`src/rtl/pci_pkg.sv`:
```
// Shared definitions for the PCI bus-master initiator:
// PCI commands, AXI response codes and the FSM state type.
package pci_pkg;

    localparam logic [3:0] CMD_MEM_RD  = 4'b0110;
    localparam logic [3:0] CMD_MEM_WR  = 4'b0111;

    localparam logic [1:0] RESP_OKAY   = 2'b00;
    localparam logic [1:0] RESP_SLVERR = 2'b10;

    typedef enum logic [2:0] {
        ST_IDLE,
        ST_REQ,
        ST_WAIT_ADDR,
        ST_DATA,
        ST_EVAL,
        ST_GAP,
        ST_RESP
    } init_state_e;

endpackage

```
`src/rtl/pci_initiator_if.sv`:
```
// Single-beat AXI-lite request/response bundle between internal
// logic (master) and the PCI initiator (slave).
interface pci_initiator_if;

    logic        init_s_awvalid;
    logic        init_s_awready;
    logic [31:0] init_s_awaddr;
    logic        init_s_wvalid;
    logic        init_s_wready;
    logic [31:0] init_s_wdata;
    logic [3:0]  init_s_wstrb;
    logic        init_s_bvalid;
    logic        init_s_bready;
    logic [1:0]  init_s_bresp;
    logic        init_s_arvalid;
    logic        init_s_arready;
    logic [31:0] init_s_araddr;
    logic        init_s_rvalid;
    logic        init_s_rready;
    logic [31:0] init_s_rdata;
    logic [1:0]  init_s_rresp;

    modport master (
        output init_s_awvalid, init_s_awaddr,
        output init_s_wvalid, init_s_wdata, init_s_wstrb,
        output init_s_bready,
        output init_s_arvalid, init_s_araddr,
        output init_s_rready,
        input  init_s_awready, init_s_wready,
        input  init_s_bvalid, init_s_bresp,
        input  init_s_arready,
        input  init_s_rvalid, init_s_rdata, init_s_rresp
    );

    modport slave (
        input  init_s_awvalid, init_s_awaddr,
        input  init_s_wvalid, init_s_wdata, init_s_wstrb,
        input  init_s_bready,
        input  init_s_arvalid, init_s_araddr,
        input  init_s_rready,
        output init_s_awready, init_s_wready,
        output init_s_bvalid, init_s_bresp,
        output init_s_arready,
        output init_s_rvalid, init_s_rdata, init_s_rresp
    );

endinterface

```
`src/rtl/pci_initiator.sv`:
```
// AXI-lite to single-DWORD PCI memory bus-master bridge.
// Define INIT_RETRY_LIMIT_EN to fail with SLVERR after MAX_RETRY retries.
module pci_initiator
    import pci_pkg::*;
#(
    parameter int RETRY_GAP = 4,
    parameter int MAX_RETRY = 16
) (
    input  logic           CLK,
    input  logic           RST,
    pci_initiator_if.slave axi,
    output logic           REQUEST,
    output logic           REQUESTHOLD,
    output logic [3:0]     M_CBE,
    output logic           M_WRDN,
    output logic           COMPLETE,
    output logic           M_READY,
    output logic [31:0]    M_ADIO,
    output logic           M_ACTIVE,
    input  logic [31:0]    ADIO_OUT,
    input  logic           M_DATA_VLD,
    input  logic           M_SRC_EN,
    input  logic           TIME_OUT,
    input  logic           M_DATA,
    input  logic           M_ADDR_N,
    input  logic           STOPQ_N
);

    localparam int GW = $clog2(RETRY_GAP + 1);

    init_state_e   state_q, state_d;
    logic [31:0]   addr_q, addr_d;
    logic [31:0]   wdata_q, wdata_d;
    logic [3:0]    wstrb_q, wstrb_d;
    logic          wr_q, wr_d;
    logic [31:0]   rdata_q, rdata_d;
    logic [1:0]    resp_q, resp_d;
    logic          xfer_q, xfer_d;
    logic          abort_q, abort_d;
    logic          seen_q, seen_d;
    logic [GW-1:0] gap_q, gap_d;
    logic          retry_lim;
    logic          unused_ok;

`ifdef INIT_RETRY_LIMIT_EN
    localparam int RW = $clog2(MAX_RETRY + 1);
    logic [RW-1:0] retry_q, retry_d;

    assign retry_lim = (retry_q == RW'(MAX_RETRY));
    assign unused_ok = ^{M_SRC_EN, STOPQ_N};

    always_ff @(posedge CLK) begin
        if (RST) begin
            retry_q <= '0;
        end else begin
            retry_q <= retry_d;
        end
    end
`else
    assign retry_lim = 1'b0;
    assign unused_ok = ^{M_SRC_EN, STOPQ_N, MAX_RETRY == 0};
`endif

    assign REQUESTHOLD      = 1'b0;
    assign axi.init_s_bresp = resp_q;
    assign axi.init_s_rresp = resp_q;
    assign axi.init_s_rdata = rdata_q;

    always_ff @(posedge CLK) begin
        if (RST) begin
            state_q <= ST_IDLE;
            addr_q  <= '0;
            wdata_q <= '0;
            wstrb_q <= '0;
            wr_q    <= 1'b0;
            rdata_q <= '0;
            resp_q  <= RESP_OKAY;
            xfer_q  <= 1'b0;
            abort_q <= 1'b0;
            seen_q  <= 1'b0;
            gap_q   <= '0;
        end else begin
            state_q <= state_d;
            addr_q  <= addr_d;
            wdata_q <= wdata_d;
            wstrb_q <= wstrb_d;
            wr_q    <= wr_d;
            rdata_q <= rdata_d;
            resp_q  <= resp_d;
            xfer_q  <= xfer_d;
            abort_q <= abort_d;
            seen_q  <= seen_d;
            gap_q   <= gap_d;
        end
    end

    always_comb begin
        state_d = state_q;
        addr_d  = addr_q;
        wdata_d = wdata_q;
        wstrb_d = wstrb_q;
        wr_d    = wr_q;
        rdata_d = rdata_q;
        resp_d  = resp_q;
        xfer_d  = xfer_q;
        abort_d = abort_q;
        seen_d  = seen_q;
        gap_d   = gap_q;
`ifdef INIT_RETRY_LIMIT_EN
        retry_d = retry_q;
`endif
        axi.init_s_awready = 1'b0;
        axi.init_s_wready  = 1'b0;
        axi.init_s_arready = 1'b0;
        axi.init_s_bvalid  = 1'b0;
        axi.init_s_rvalid  = 1'b0;
        REQUEST  = 1'b0;
        M_CBE    = 4'b0000;
        M_WRDN   = 1'b0;
        COMPLETE = 1'b0;
        M_READY  = 1'b0;
        M_ADIO   = '0;
        M_ACTIVE = 1'b0;

        unique case (state_q)
            ST_IDLE: begin
                // Ready is gated by reset so no handshake is lost.
                if (!RST && axi.init_s_awvalid && axi.init_s_wvalid) begin
                    axi.init_s_awready = 1'b1;
                    axi.init_s_wready  = 1'b1;
                    addr_d  = axi.init_s_awaddr;
                    wdata_d = axi.init_s_wdata;
                    wstrb_d = axi.init_s_wstrb;
                    wr_d    = 1'b1;
                    state_d = ST_REQ;
`ifdef INIT_RETRY_LIMIT_EN
                    retry_d = '0;
`endif
                end else if (!RST && axi.init_s_arvalid) begin
                    axi.init_s_arready = 1'b1;
                    addr_d  = axi.init_s_araddr;
                    wdata_d = '0;
                    wstrb_d = '0;
                    wr_d    = 1'b0;
                    state_d = ST_REQ;
`ifdef INIT_RETRY_LIMIT_EN
                    retry_d = '0;
`endif
                end
            end
            ST_REQ: begin
                REQUEST  = 1'b1;
                M_ACTIVE = 1'b1;
                M_WRDN   = wr_q;
                xfer_d   = 1'b0;
                seen_d   = 1'b0;
                rdata_d  = '0;
                abort_d  = TIME_OUT;
                state_d  = TIME_OUT ? ST_EVAL : ST_WAIT_ADDR;
            end
            ST_WAIT_ADDR: begin
                M_ACTIVE = 1'b1;
                M_WRDN   = wr_q;
                M_ADIO   = addr_q & 32'hFFFF_FFFC;
                M_CBE    = wr_q ? CMD_MEM_WR : CMD_MEM_RD;
                if (TIME_OUT) begin
                    abort_d = 1'b1;
                    state_d = ST_EVAL;
                end else if (!M_ADDR_N) begin
                    state_d = ST_DATA;
                end
            end
            ST_DATA: begin
                M_ACTIVE = 1'b1;
                M_WRDN   = wr_q;
                M_CBE    = wr_q ? ~wstrb_q : 4'b0000;
                M_ADIO   = wdata_q;
                M_READY  = 1'b1;
                COMPLETE = 1'b1;
                seen_d   = seen_q | M_DATA;
                if (M_DATA_VLD) begin
                    xfer_d = 1'b1;
                    if (!wr_q) rdata_d = ADIO_OUT;
                end
                if (TIME_OUT) abort_d = 1'b1;
                // A master abort may end without the core entering M_DATA.
                if (!M_DATA && (seen_q || abort_q)) state_d = ST_EVAL;
            end
            ST_EVAL: begin
                if (xfer_q) begin
                    resp_d  = RESP_OKAY;
                    state_d = ST_RESP;
                end else if (abort_q) begin
                    resp_d  = RESP_SLVERR;
                    state_d = ST_RESP;
                end else if (retry_lim) begin
                    resp_d  = RESP_SLVERR;
                    rdata_d = 32'hFFFF_FFFF;
                    state_d = ST_RESP;
                end else begin
                    gap_d   = '0;
                    state_d = ST_GAP;
`ifdef INIT_RETRY_LIMIT_EN
                    retry_d = retry_q + RW'(1);
`endif
                end
            end
            ST_GAP: begin
                if (gap_q == GW'(RETRY_GAP - 1)) begin
                    state_d = ST_REQ;
                end else begin
                    gap_d = gap_q + GW'(1);
                end
            end
            ST_RESP: begin
                axi.init_s_bvalid = wr_q;
                axi.init_s_rvalid = !wr_q;
                if (wr_q ? axi.init_s_bready : axi.init_s_rready) begin
                    state_d = ST_IDLE;
                end
            end
            default: state_d = ST_IDLE;
        endcase
    end

endmodule

```
`src/flat_wrapper.sv`:
```
// flat-port wrapper written by rule: the top's interface ports become plain ports
module pci_initiator_flat import pci_pkg::*;
#(
    parameter int RETRY_GAP = 4,
    parameter int MAX_RETRY = 16
)
  (CLK, RST, REQUEST, REQUESTHOLD, M_CBE, M_WRDN, COMPLETE, M_READY, M_ADIO, M_ACTIVE, ADIO_OUT, M_DATA_VLD, M_SRC_EN, TIME_OUT, M_DATA, M_ADDR_N, STOPQ_N, axi_init_s_awvalid, axi_init_s_awaddr, axi_init_s_wvalid, axi_init_s_wdata, axi_init_s_wstrb, axi_init_s_bready, axi_init_s_arvalid, axi_init_s_araddr, axi_init_s_rready, axi_init_s_awready, axi_init_s_wready, axi_init_s_bvalid, axi_init_s_bresp, axi_init_s_arready, axi_init_s_rvalid, axi_init_s_rdata, axi_init_s_rresp);
  pci_initiator_if axi_i ();
  input  logic CLK;
  input  logic RST;
  output logic REQUEST;
  output logic REQUESTHOLD;
  output logic [3:0] M_CBE;
  output logic M_WRDN;
  output logic COMPLETE;
  output logic M_READY;
  output logic [31:0] M_ADIO;
  output logic M_ACTIVE;
  input  logic [31:0] ADIO_OUT;
  input  logic M_DATA_VLD;
  input  logic M_SRC_EN;
  input  logic TIME_OUT;
  input  logic M_DATA;
  input  logic M_ADDR_N;
  input  logic STOPQ_N;
  input wire logic [$bits(axi_i.init_s_awvalid)-1:0] axi_init_s_awvalid;
  input wire logic [$bits(axi_i.init_s_awaddr)-1:0] axi_init_s_awaddr;
  input wire logic [$bits(axi_i.init_s_wvalid)-1:0] axi_init_s_wvalid;
  input wire logic [$bits(axi_i.init_s_wdata)-1:0] axi_init_s_wdata;
  input wire logic [$bits(axi_i.init_s_wstrb)-1:0] axi_init_s_wstrb;
  input wire logic [$bits(axi_i.init_s_bready)-1:0] axi_init_s_bready;
  input wire logic [$bits(axi_i.init_s_arvalid)-1:0] axi_init_s_arvalid;
  input wire logic [$bits(axi_i.init_s_araddr)-1:0] axi_init_s_araddr;
  input wire logic [$bits(axi_i.init_s_rready)-1:0] axi_init_s_rready;
  output wire logic [$bits(axi_i.init_s_awready)-1:0] axi_init_s_awready;
  output wire logic [$bits(axi_i.init_s_wready)-1:0] axi_init_s_wready;
  output wire logic [$bits(axi_i.init_s_bvalid)-1:0] axi_init_s_bvalid;
  output wire logic [$bits(axi_i.init_s_bresp)-1:0] axi_init_s_bresp;
  output wire logic [$bits(axi_i.init_s_arready)-1:0] axi_init_s_arready;
  output wire logic [$bits(axi_i.init_s_rvalid)-1:0] axi_init_s_rvalid;
  output wire logic [$bits(axi_i.init_s_rdata)-1:0] axi_init_s_rdata;
  output wire logic [$bits(axi_i.init_s_rresp)-1:0] axi_init_s_rresp;
  assign axi_i.init_s_awvalid = axi_init_s_awvalid;
  assign axi_i.init_s_awaddr = axi_init_s_awaddr;
  assign axi_i.init_s_wvalid = axi_init_s_wvalid;
  assign axi_i.init_s_wdata = axi_init_s_wdata;
  assign axi_i.init_s_wstrb = axi_init_s_wstrb;
  assign axi_i.init_s_bready = axi_init_s_bready;
  assign axi_i.init_s_arvalid = axi_init_s_arvalid;
  assign axi_i.init_s_araddr = axi_init_s_araddr;
  assign axi_i.init_s_rready = axi_init_s_rready;
  assign axi_init_s_awready = axi_i.init_s_awready;
  assign axi_init_s_wready = axi_i.init_s_wready;
  assign axi_init_s_bvalid = axi_i.init_s_bvalid;
  assign axi_init_s_bresp = axi_i.init_s_bresp;
  assign axi_init_s_arready = axi_i.init_s_arready;
  assign axi_init_s_rvalid = axi_i.init_s_rvalid;
  assign axi_init_s_rdata = axi_i.init_s_rdata;
  assign axi_init_s_rresp = axi_i.init_s_rresp;
  pci_initiator #(.RETRY_GAP(RETRY_GAP), .MAX_RETRY(MAX_RETRY)) u_core (.CLK(CLK), .RST(RST), .axi(axi_i), .REQUEST(REQUEST), .REQUESTHOLD(REQUESTHOLD), .M_CBE(M_CBE), .M_WRDN(M_WRDN), .COMPLETE(COMPLETE), .M_READY(M_READY), .M_ADIO(M_ADIO), .M_ACTIVE(M_ACTIVE), .ADIO_OUT(ADIO_OUT), .M_DATA_VLD(M_DATA_VLD), .M_SRC_EN(M_SRC_EN), .TIME_OUT(TIME_OUT), .M_DATA(M_DATA), .M_ADDR_N(M_ADDR_N), .STOPQ_N(STOPQ_N));
endmodule
```
`config.mk`:
```
export PLATFORM = sky130hd
export DESIGN_NAME = pci_initiator_flat
export DESIGN_NICKNAME = d
export VERILOG_FILES = /design/src/rtl/pci_pkg.sv /design/src/rtl/pci_initiator_if.sv /design/src/rtl/pci_initiator.sv /design/src/flat_wrapper.sv
export SDC_FILE = /design/constraint.sdc
export NUM_CORES = 1
export LEC_CHECK = 0
export ABC_AREA = 1
export BUFFER_PORTS_ARGS = -buffer_cell sky130_fd_sc_hd__buf_2
export CAP_MARGIN = 20
export CELL_PAD_IN_SITES_DETAIL_PLACEMENT = 0
export CELL_PAD_IN_SITES_GLOBAL_PLACEMENT = 1
export CORE_MARGIN = 2
export CORE_UTILIZATION = 32
export CTS_BUF_LIST = sky130_fd_sc_hd__clkbuf_4 sky130_fd_sc_hd__clkbuf_8 sky130_fd_sc_hd__clkbuf_16
export DETAILED_ROUTE_END_ITERATION = 7
export HOLD_SLACK_MARGIN = 0.03
export PLACE_DENSITY_LB_ADDON = 0.25
export SETUP_SLACK_MARGIN = 0.1
export SYNTH_ARGS = -nofsm -noshare
export SYNTH_HDL_FRONTEND = slang
export SYNTH_SLANG_ARGS = --single-unit
```
`constraint.sdc`:
```
create_clock -name CLK -period 1.7 [get_ports CLK]
set_input_delay 0 -clock CLK [delete_from_list [all_inputs] [get_ports CLK]]
set_output_delay 0 -clock CLK [all_outputs]
set_load 0.01 [all_outputs]
```
======== Word-level counts from Yosys, hierarchy flattened ========
Cells that the tools add are included.
W data, S select, Z words.
storage, ports and cells
  register bits ........................... 112
  bits in latches ......................... 0
  bits in writable memories ............... 0
  ROM bits ................................ 0
  input port bits ......................... 145
  output and inout bits ................... 83
  memories ................................ 0
operators by class
  add/subtract/negate cells ............... 1
  multiply operators ...................... 0
  divide/modulo/power cells ............... 0
  magnitude comparators ................... 0
  eq/ne operators ......................... 18
  shift-type cells ........................ 0
  muxes and demuxes ....................... 49
  bitwise gates (word level) .............. 2
  reductions and logical operators ........ 23
operators by type and width
  cell                   count
  $mux W32               6
  $pmux W32 S2           2
  $mux W3                12
  $pmux W3 S7            1
  $mux W1                17
  $mux W4                3
  $ne A2 B2 Y1 const B   5
  $reduce_bool A2 Y1     5
  $eq A3 B2 Y1 const B   3
  $eq A3 B3 Y1 const B   3
  $ne A2 B1 Y1 const B   4
  $pmux W4 S2            1
  $reduce_and A2 Y1      4
  $mux W2                3
  $pmux W1 S2            3
  $pmux W3 S2            1
  $reduce_and A5 Y1      1
  $logic_and A1 B1 Y1    4
  $not A4 Y4             1
  $reduce_and A4 Y1      1
  $add A3 B1 Y3 const B  1
  $eq A3 B1 Y1 const B   1
  $logic_not A1 Y1       3
  $logic_not A3 Y1       1
  other kinds (7)        7

======== Longest topological paths before layout ========
  depth in word-level cells ............... 5
  gate-level depth with buffers ........... 10
  depth with buffers taken out ............ 9

======== Least setup slack after synthesis ========
No wires, ideal clock.
  path kind ............................... register to register
  start ................................... register u_core.state_q[0]
  end ..................................... register u_core.wstrb_q[0]
  setup time .............................. 0.132 ns
  data arrival time ....................... 1.292 ns
  required time ........................... 1.568 ns
  slack ................................... 0.276 ns
  cell stages (with the launch flop) ...... 9
  path buffers ............................ 2
  period minus slack after synthesis ...... 1.424 ns
  cell sequence ........................... dfxtp_1 > buf_2 > nor2_4 > nand2_2 > a21oi_2 > inv_2 > buf_2 > nand2_1 > a21oi_1
between the ends
  longest elaborated chain between the ends .. 2
ends and longest elaborated chain
  element                             line                  source
  start, declared                     pci_initiator.sv:31   init_state_e state_q, state_d;
  start signal, assigned              pci_initiator.sv:83   state_q <= state_d;
  $logic_not A3 Y1                    pci_initiator.sv:125  unique case (state_q)
  $reduce_and A2 Y1 (no source line)  n/a
  end signal, assigned                pci_initiator.sv:86   wstrb_q <= wstrb_d;
  end, declared                       pci_initiator.sv:34   logic [3:0] wstrb_q, wstrb_d;
No other way between the ends.
A chain may end at the register's enable or synchronous reset.

======== Worst setup path after layout ========
  start ................................... register u_core.state_q[0]
  end ..................................... output M_ADIO[19]
between the ends
  longest elaborated chain between the ends .. 2
  elaborated cells between the ends (all ways) .. 3
  classes of those cells .................. eq/ne: 2; mux: 1
ends and longest elaborated chain
  element         line                  source
  $eq A3 B2 Y1    pci_initiator.sv:125
  $pmux W32 S2 *  pci_initiator.sv:125
  end, declared   flat_wrapper.sv:17    output logic [31:0] M_ADIO;
Every way passes the cells marked *; elsewhere a longest branch is shown, timed or not.

==> metrics.txt <==
worst slew margin relative to its limit 39.7%; Hold Crit Class in2reg; Yosys top cell area share 45.1%; highest-count cells in the layout ignoring fill and taps buf_2 (210), nand2_1 (203), dlygate4sd3_1 (123), dfxtp_1 (106), a21oi_1 (60); Reg clk slew, reported paths 0.08 ns; Num CTS Buffers 9; Port Buffers 218; starting density of the core 33.0%; most common cell after layout, fill and taps aside buf_2; first-pass GRT wire length 27.8 mm; remaining antenna violation count 0; synth top area cells dfxtp_1 (45%), nand2_1 (17%), a21oi_1 (7.7%); initial DRC count 255; nets 1143; Synth Warn # 0; final hold violations 0; All-Layer GR Usage 21.4%; Clock Path Buffers 2; Pint 6.04 mW; vias per inst 4.97; Critical Path End Type primary output; status finished, final reports clean; Max VDD drop 672 uV; kind of critical path reg2out; Worst Hold Launch axi_init_s_awaddr[29]; DIE WIDTH 127 um; DRC errors left 0; Slew @ Worst Pin 0.904 ns; Ports 228; Final Power 9.51 mW; RR Startpoint u_core.state_q[0]$_SDFFE_PP0P_; flops & latches, synth 109; crit-path max FO 7; via count of the first global-routing pass 5669; Worst Hold Slack 0.0427 ns; die area 16100 um2; Final period util 98.2%; CTS tree done; clock period minus worst slack 1.67 ns; fill count 1343; Sink Count 109; Mapped Area 4830 um2; Distinct cells, synth 26; largest net degree at the start of global routing 76; vias after detailed routing 5904; clk_skew 0.00458 ns; row count 44; Critical Path Start u_core.state_q[0]$_SDFFE_PP0P_; Area growth syn-to-layout 77.9%; Setup WS pre-CTS 0.0324 ns; initial antenna violation count 3; post-route worst setup slack 0.0308 ns; Leak 4.07 nW; Max Slew Vio Count 0; CTS root buf clkbuf_16; largest area contributor in the netlist dfxtp_1; Die Y 127 um; TritonRoute pass-1 iters 5; Max Clk Rate 599 MHz; synthesized netlist cell count 638; Sequential Power Share 32.7%; Routability Congestion 0.788; Worst-Skew Late Latency 0.36 ns; final setup violation count 0; crit start category register; fin area 8600 um2; post-synthesis sequential area ratio 45.1%; fraction of layout instances using a drive strength above 1 36.5%; clock power share 23.0%; RSZ-0062 raised after global routing yes; setup_tns 0 ns; syn avg cell area 7.58 um2; core area 14600 um2; max cap viols 0; Pwr Density 1110 nW/um2; Worst EP arrival 1.67 ns; HPWL after detailed placement 11.1 mm; H-tree Lvls 3; Post-Route WL 19.7 mm; Net Sw Power 3.47 mW; Post-DP Area 6110 um2; Sw Share 36.5%; GRT overflow 0; worst endpoint required time 1.70 ns; wire length per cell 16.6 um; combinational power share 44.3%
==> worst max-delay path, cell delays in order (launching register included) <==
cell and delay [ns]:
dfxtp_2 0.33, buf_6 0.12, buf_6 0.12, nor2_4 0.12, buf_12 0.16, buf_12 0.14
a32o_1 0.19, buf_2 0.14
==> metal layers <==
layer	wire length [um]	up-vias	GRT usage [%]
met4	398	2	8.60
met2	9740	232	37.2
met3	1320	32	4.18
met1	8260	2765	26.1
met5	13	-	0
li1	-	2873	-
==> registers in the layout, summed over array words and instances (netlist names), 3 cells and up <==
register and flops:
u_core.addr_q 30, u_core.axi.init_s_rdata 32, u_core.gap_q 3, u_core.state_q 3, u_core.wdata_q 32, u_core.wstrb_q 4
==> power groups by stage <==
| stage | combinational (mW) | sequential (mW) | clock [mW] |
|---|---|---|---|
| after CTS | 3.15 | 3.10 | 2.23 |
| after floorplan | 1.72 | 3.09 | 0 |
| after global routing | 4.53 | 3.15 | 2.34 |
| final | 4.22 | 3.11 | 2.18 |
| after detailed placement | 2.63 | 3.14 | 0 |
| after global placement | 2.58 | 3.13 | 0 |
==> cell families (layout without fill, tap and decap cells) <==
kind of cell | count (synthesis) | in the layout | share of synthesized area (%)
other cells | 1 | 5 | 0.0776
simple gates | 302 | 302 | 25.2
buf+inv | 77 | 438 | 7.38
flops | 109 | 109 | 45.1
fa+ha+maj | 2 | 2 | 0.518
compound gates | 147 | 147 | 21.7
==> final cells by class <==
type / count / area, um2 / area share, %
clock inverters: 6 / 72.6 / 0.844
inverters: 23 / 96.3 / 1.12
repair buffers: 399 / 3190 / 37.1
flip-flops and latches: 109 / 2190 / 25.4
clock buffers: 10 / 233 / 2.71
diodes: 2 / 5.00 / 0.0582
well taps: 184 / 230 / 2.68
multi-input cells: 454 / 2580 / 30.1
==> stage by stage <==
stage | utilization [%] | cells
after global placement | 41.7 | 1008
after detailed placement | 41.7 | 1008
final | 58.7 | 1187
after CTS | 53.8 | 1162
after floorplan | - | 640
after global routing | 58.7 | 1187
==> cells in the mapped netlist (all sizes together) <==
| master | n |
|---|---|
| buf | 35 |
| clkbuf | 19 |
| ha | 2 |
| o21bai | 1 |
| inv | 22 |
| o211ai | 1 |
| o21ai | 8 |
| o211a | 30 |
| a21oi | 75 |
| nor3 | 3 |
| o22ai | 2 |
| nand4 | 4 |
| a32o | 30 |
| nor2 | 29 |
| dfxtp | 109 |
| conb | 1 |
| clkinv | 1 |
| nand3 | 40 |
| nand2 | 226 |
==> final timing paths <==
check / slack (ns) / endpoint / cells after the start
worst min-delay path: 0.04 / u_core.addr_q[29]$_SDFFE_PP0P_ / 4
worst max register to register: 0.07 / u_core.addr_q[13]$_SDFFE_PP0P_ / 7
worst min register to register: 0.46 / u_core.seen_q$_SDFFE_PP0P_ / 2
worst max-delay path: 0.03 / M_ADIO[19] / 7
==> timing repair <==
action / CTS / global route
buffers inserted: 13 / 7
resized for setup: 27 / 100
pin swaps: 20 / 21
setup endpoints to repair: 75 / 145
cloned: 2 / 16
hold endpoints to repair: 98 / 0
hold buffers: 123 / 0
Power figures use the tool's default switching activity.
